==> src/rtl/user_check_module.sv <==
// Read-side checker for the DDR/AXI4 loopback path. Each burst is compared against
// an incrementing pattern, and sticky error, timeout and burst statistics are kept.
module user_check_module #(
  parameter int P_RD_LENGTH       = 4096,
  parameter int P_USER_DATA_WIDTH = 16,
  parameter int P_TIMEOUT         = 65535,
  parameter int P_CNT_WIDTH       = 16
) (
  input  logic                         i_user_rdclk,
  input  logic                         i_rst_n,
  input  logic [P_USER_DATA_WIDTH-1:0] i_user_rd_data,
  input  logic                         i_user_rd_valid,
  input  logic                         i_user_rd_last,
  input  logic                         i_clear,
  output logic                         o_check_busy,
  output logic                         o_burst_done,
  output logic                         o_burst_ok,
  output logic                         o_err_flag,
  output logic                         o_timeout,
  output logic [P_CNT_WIDTH-1:0]       o_err_cnt,
  output logic [P_CNT_WIDTH-1:0]       o_burst_cnt,
  output logic [P_USER_DATA_WIDTH-1:0] o_exp_data
);

  localparam int K_W = $clog2(P_RD_LENGTH);
  localparam int T_W = $clog2(P_TIMEOUT + 1);

  localparam logic [0:0] S_IDLE  = 1'b0;
  localparam logic [0:0] S_CHECK = 1'b1;

  localparam logic [K_W-1:0] K_FINAL  = K_W'(P_RD_LENGTH - 1);
  localparam logic [T_W-1:0] T_EXPIRE = T_W'(P_TIMEOUT - 1);

  logic [0:0]                   state_q, state_d;
  logic [K_W-1:0]               k_q, k_d, k_cur;
  logic [T_W-1:0]               idle_q, idle_d;
  logic                         bad_q, bad_d;
  logic                         busy_q, busy_d;
  logic                         done_q, ok_q;
  logic                         flag_q, flag_d;
  logic                         tout_q, tout_d;
  logic [P_CNT_WIDTH-1:0]       err_cnt_q, err_cnt_d, err_base;
  logic [P_CNT_WIDTH-1:0]       bcnt_q, bcnt_d, bcnt_base;
  logic [P_USER_DATA_WIDTH-1:0] exp_q, exp_d, exp_cur;

  logic is_final, beat_err, end_beat, timeout_evt, err_evt, done_evt, burst_bad;

  // Pattern value for a beat index: the index modulo 2^P_USER_DATA_WIDTH.
  function automatic logic [P_USER_DATA_WIDTH-1:0] pattern(input logic [K_W-1:0] k);
    return P_USER_DATA_WIDTH'(k);
  endfunction

  always_comb begin
    k_cur       = (state_q == S_CHECK) ? k_q : '0;
    exp_cur     = pattern(k_cur);
    is_final    = (k_cur == K_FINAL);
    // A beat with several faults still counts as one error.
    beat_err    = i_user_rd_valid &
                  ((i_user_rd_data != exp_cur) | (i_user_rd_last != is_final));
    end_beat    = i_user_rd_valid & (i_user_rd_last | is_final);
    timeout_evt = (state_q == S_CHECK) & ~i_user_rd_valid & (idle_q == T_EXPIRE);
    err_evt     = beat_err | timeout_evt;
    done_evt    = end_beat | timeout_evt;
    burst_bad   = ((state_q == S_CHECK) & bad_q) | err_evt;

    state_d = state_q;
    k_d     = k_q;
    if (done_evt) begin
      state_d = S_IDLE;
      k_d     = '0;
    end else if (i_user_rd_valid) begin
      state_d = S_CHECK;
      k_d     = k_cur + 1'b1;
    end

    idle_d = ((state_q == S_CHECK) && !i_user_rd_valid && !timeout_evt) ?
             idle_q + 1'b1 : '0;
    bad_d  = done_evt ? 1'b0 : burst_bad;
    busy_d = (state_d == S_CHECK);
    exp_d  = pattern(k_d);

    // Clear takes effect first, so an event in the same cycle lands on zeroed stats.
    err_base  = i_clear ? '0 : err_cnt_q;
    bcnt_base = i_clear ? '0 : bcnt_q;
    err_cnt_d = (err_evt && (err_base != '1)) ? err_base + 1'b1 : err_base;
    bcnt_d    = done_evt ? bcnt_base + 1'b1 : bcnt_base;
    flag_d    = (flag_q & ~i_clear) | err_evt;
    tout_d    = (tout_q & ~i_clear) | timeout_evt;
  end

  always_ff @(posedge i_user_rdclk or negedge i_rst_n) begin
    if (!i_rst_n) begin
      state_q   <= S_IDLE;
      k_q       <= '0;
      idle_q    <= '0;
      bad_q     <= 1'b0;
      busy_q    <= 1'b0;
      done_q    <= 1'b0;
      ok_q      <= 1'b0;
      flag_q    <= 1'b0;
      tout_q    <= 1'b0;
      err_cnt_q <= '0;
      bcnt_q    <= '0;
      exp_q     <= '0;
    end else begin
      state_q   <= state_d;
      k_q       <= k_d;
      idle_q    <= idle_d;
      bad_q     <= bad_d;
      busy_q    <= busy_d;
      done_q    <= done_evt;
      ok_q      <= done_evt & ~burst_bad;
      flag_q    <= flag_d;
      tout_q    <= tout_d;
      err_cnt_q <= err_cnt_d;
      bcnt_q    <= bcnt_d;
      exp_q     <= exp_d;
    end
  end

  assign o_check_busy = busy_q;
  assign o_burst_done = done_q;
  assign o_burst_ok   = ok_q;
  assign o_err_flag   = flag_q;
  assign o_timeout    = tout_q;
  assign o_err_cnt    = err_cnt_q;
  assign o_burst_cnt  = bcnt_q;
  assign o_exp_data   = exp_q;

endmodule
==> config.mk <==
export PLATFORM = sky130hd
export DESIGN_NAME = user_check_module
export DESIGN_NICKNAME = d
export VERILOG_FILES = /design/src/rtl/user_check_module.sv
export SDC_FILE = /design/constraint.sdc
export NUM_CORES = 1
export LEC_CHECK = 0
export CORE_ASPECT_RATIO = 0.9
export CORE_MARGIN = 4
export CORE_UTILIZATION = 47
export CTS_BUF_LIST = sky130_fd_sc_hd__clkbuf_16
export DETAILED_ROUTE_END_ITERATION = 8
export PLACE_DENSITY = 0.77
export SLEW_MARGIN = 20
export SYNTH_ARGS = -nofsm -noshare
export SYNTH_HDL_FRONTEND = slang
export SYNTH_SLANG_ARGS = --single-unit
==> constraint.sdc <==
create_clock -name i_user_rdclk -period 4.45 [get_ports i_user_rdclk]
set_input_delay 0.445 -clock i_user_rdclk [delete_from_list [all_inputs] [get_ports i_user_rdclk]]
set_output_delay 0.445 -clock i_user_rdclk [all_outputs]
set_load 0.005 [all_outputs]
**Word-level counts from Yosys, hierarchy flattened**

Cells that the tools add are included.

- Add/sub/neg operators: 4
- Eq/ne operators: 5
- Multiplexer cells: 11
- Bitwise gates (word level): 18
- Reductions and logical operators: 6

Operator list:

| operator | number |
|---|---|
| 16-bit 2-to-1 mux | 5 |
| 16-bit by 1-bit adder with 16-bit output, second input constant | 3 |
| 12-bit 2-to-1 mux | 3 |
| 16-bit == test, second input constant | 1 |
| 16-bit by 12-bit inequality test with 1-bit output | 1 |
| 16-bit inequality test, second input constant | 1 |
| 12-bit by 1-bit adder with 12-bit output, second input constant | 1 |
| 12-bit == test, second input constant | 1 |
| 1-bit AND | 8 |
| 1-bit bitwise OR | 7 |
| 1-bit logical AND | 3 |
| 1-bit 2-to-1 mux | 3 |
| 1-bit NOT | 3 |
| 1-bit zero test | 2 |
| 2-bit nonzero test | 1 |
| 1-bit inequality test | 1 |

- Flip-flop bits (word level): 66
- Input port bits: 21
- Logic and storage cells: 54

**Depth between registers and ports, before layout**

- Word-level depth: 9
- Depth in mapped cells: 19

**Least setup slack after synthesis**

OpenSTA, ideal clock, no wires.

- Kind: register to register
- Start point: register, netlist name o_check_busy
- End point: register err_cnt_q[1], in the netlist o_err_cnt[1]
- Arrival: 4.076 ns
- Data required time: 4.325 ns
- Path slack: 0.249 ns
- Cell stages (with the launch flop): 20
- Clock period less this slack: 4.201 ns
- Path through: dfrtp_1 -> buf_4 -> buf_2 -> buf_1 -> and2_1 -> ha_1 -> nand2_1 -> nor2_1 -> and3_1 -> and4_1 -> and3_1 -> nand4_1 -> ha_1 -> a2111oi_4 -> o2111ai_1 -> or4_4 -> nor3b_4 -> buf_6 -> nor2_2 -> mux2_4

RTL lines:

| what | RTL line | source |
|---|---|---|
| to (signal assigned) | 115 | `err_cnt_q <= err_cnt_d;` |
| to (decl) | 42 | `logic [P_CNT_WIDTH-1:0] err_cnt_q, err_cnt_d, err_base;` |

==> impl_metrics.env <==
export IMPL_clkTransAtPathRegs_ns=0.05
export IMPL_post_route_drc_count=0
export IMPL_power_density_mw_per_mm2=290.3
export IMPL_finalPower_uw=1397
export IMPL_yosys_area_top_type_share_pct=43.88
export IMPL_cts_resized=0
export IMPL_grt_overflow_total=0
export IMPL_dieHeight_um=92.90
export IMPL_drt_total_wl_um=8833
export IMPL_cp_start_kind="register"
export IMPL_hold_viol=0
export IMPL_cpMaxStageDelayCell="or4_4"
export IMPL_clock_latency_ns=0.32
export IMPL_ir_drop_v=0.0002203
export IMPL_synth_seq_cells=66
export IMPL_syn_area_mm2=0.003764
export IMPL_ys_top_cells_by_area="dfrtp_1, xor2_1, nand2_1"
export IMPL_grt_max_degree=40
export IMPL_synthCells=409
export IMPL_n_antenna_cell=0
export IMPL_synth_ff_type="dfrtp_1"
export IMPL_htree_levels=3
export IMPL_grt_pass1_vias=3072
export IMPL_synth_area_leader_cell="dfrtp_1"
export IMPL_cts_sinks=66
export IMPL_cts_tree="yes"
export IMPL_slew_headroom_pct=49.22
export IMPL_initial_core_util_pct=49.15
export IMPL_ios=74
export IMPL_routedWlPerCell_um=15.28
export IMPL_cpPeakStageDelay_ns=0.47
export IMPL_first_iter_violations=155
export IMPL_die_width_um=102.3
export IMPL_drtAntennaViolNets=0
export IMPL_hpwl_um=6438
export IMPL_worst_pin_slew_ns=0.7594
export IMPL_arrival_ns=4.20
export IMPL_critical_path_class="reg2reg"
export IMPL_path_cells="nand2_1 > inv_1 > ha_1 > nand2_1 > nor2_1 > and3_1 > and4_1 > and3_1 > nand4_1 > ha_1 > a2111oi_4 > o2111ai_1 > or4_4 > o21ai_1 > a211oi_1 > mux2_2"
export IMPL_max_freq_ghz=0.2503
export IMPL_yosysWarnings=0
export IMPL_syn_area_per_cell_um2=9.202
export IMPL_skew_ns=0.006517
export IMPL_slew_violations=0
export IMPL_cts_root_buf="clkbuf_16"
export IMPL_drtPass1Iterations=5
export IMPL_portBuffers=69
export IMPL_synth_common_cells="dfrtp_1, nand2_1, nor2_1"
export IMPL_areaGrowthSynthToFinish_pct=27.83
export IMPL_setup_violations_final=0
export IMPL_worstPathMaxFanout=6
export IMPL_ys_types=60
export IMPL_vias=3241
export IMPL_cellLeakagePower_uw=0.001983
export IMPL_die_area_mm2=0.009505
export IMPL_grt_pass1_wl_um=14970
export IMPL_rsz0062_at_grt="no"
export IMPL_yosysMostFrequentCell="dfrtp_1"
export IMPL_synth_edff_count=0
export IMPL_core_area_mm2=0.007657
export IMPL_cts_path_max_buffers=2
export IMPL_min_period_over_period_pct=89.79
export IMPL_drive_above_1_share_pct=8.921
export IMPL_worstSetupEndpointType="register"
export IMPL_gp_congestion=0.8920
export IMPL_setup_tns_ns=0
export IMPL_cap_violations=0
export IMPL_fin_nets=506
export IMPL_required_ns=4.65
export IMPL_track_usage_pct=19.72
export IMPL_antenna_found_initial=0
export IMPL_routed_via_density=5.607
export IMPL_postCtsHoldBufs=0
export IMPL_status="finished, final reports clean"
export IMPL_synth_seq_area_share_pct=43.88
export IMPL_worst_hold_path_type="in2async"
export IMPL_num_rows=30
export IMPL_ys_async_sr_fraction_pct=100.0
export IMPL_fin_crit_ns=3.996
export IMPL_cts_buffers=9
power by group:
group	total, µW	internal [µW]	leakage, µW	switching (µW)
sequential	622	611	0.000907	10.7
combinational	117	52.3	0.000943	65.1
clock	657	420	0.000134	237
routing by layer:
| metal | vias to the layer above | GRT usage (%) | wire [µm] |
|---|---|---|---|
| met1 | 1569 | 27.48 | 3918 |
| met3 | 15 | 3.765 | 452 |
| met2 | 89 | 30.36 | 4320 |
| li1 | 1568 | - | - |
| met5 | - | 0 | 0 |
| met4 | 0 | 7.322 | 142 |
cell usage in the layout (no fill, tap or decap), types with 4 or more instances in the layout:
master and n:
a21oi_1 10, and2_1 4, and3_1 9, buf_4 5, clkbuf_16 9, clkdlybuf4s50_1 68, conb_1 4, dfrtp_1 66
ha_1 6, inv_1 16, mux2_2 7, nand2_1 47, nand2b_1 4, nand3_1 22, nand4_1 17, nor2_1 46
nor2b_1 13, nor3_1 5, nor4_1 4, o21ai_0 19, o22ai_1 4, o31ai_1 5, or4_1 4, xnor2_1 10
xor2_1 24
cell type report:
cell class                      count  area (µm²)
Sequential cell                    66        1652
Clock buffer                        9       225.2
Inverter                           16       60.06
Clock inverter                      5       48.80
Tap cell                           96       120.1
Timing Repair Buffer               75       743.2
Multi-Input combinational cell    311        1962
Fill cell                         632        2846
metrics by stage:
step	setup slack, ns	hold WS (ns)	std cells	area, µm²	utilization, %
2_1_floorplan	0.2492	0.1494	412	3775	-
3_3_place_gp	0.4278	0.4577	562	4509	58.89
3_5_place_dp	0.2731	0.4770	562	4509	58.89
4_1_cts	0.2362	0.1591	576	4783	62.47
5_1_grt	0.1813	0.1961	578	4811	62.83
6_report	0.4545	0.1323	578	4811	62.83
repair_timing:
item | CTS | global route
endpoints found under the setup margin | 0 | 5
setup buffers | 0 | 2
hold endpoints to repair | 0 | 0
cells by family after synthesis:
family / Yosys count / synth area share, %
buffers and inverters: 35 / 4.288
AOI/OAI and AO/OA: 60 / 10.97
other: 1 / 0.09964
and+or+nand+nor: 196 / 27.29
adders and majority gates: 6 / 1.995
xor gates and xnor gates: 34 / 7.912
DFF: 66 / 43.88
muxes: 11 / 3.557
flip-flops by register name (all words and copies together), names as in the netlist:
signal / count
o_burst_done: 1
o_err_cnt: 16
o_burst_cnt: 16
o_err_flag: 1
o_check_busy: 1
bad_q: 1
o_burst_ok: 1
o_exp_data: 12
idle_q: 16
o_timeout: 1
worst max-delay path: cells and delay by family (launching register included):
| family | cells | cell delay, ns |
|---|---|---|
| buffers and inverters | 1 | 0.09 |
| flip-flops | 1 | 0.44 |
| adder cells (fa/ha/maj) | 2 | 0.51 |
| AO/OA/AOI/OAI | 4 | 0.97 |
| multiplexers | 1 | 0.28 |
| AND/OR/NAND/NOR | 8 | 1.57 |
worst paths after layout:
check,slack [ns],depth (start not counted),to,start
worst min-delay path,0.13,1,o_err_cnt[9],i_rst_n
worst max-delay path,0.45,16,o_err_cnt[14],o_exp_data[0]
max in group asynchronous,3.38,2,o_burst_cnt[0],i_rst_n
worst max register to register,0.45,16,o_err_cnt[14],o_exp_data[0]
worst min register to register,0.48,1,idle_q[0],idle_q[0]
min in group i_user_rdclk,0.48,1,idle_q[0],idle_q[0]
Note: power is estimated with default switching activity, not from simulation.
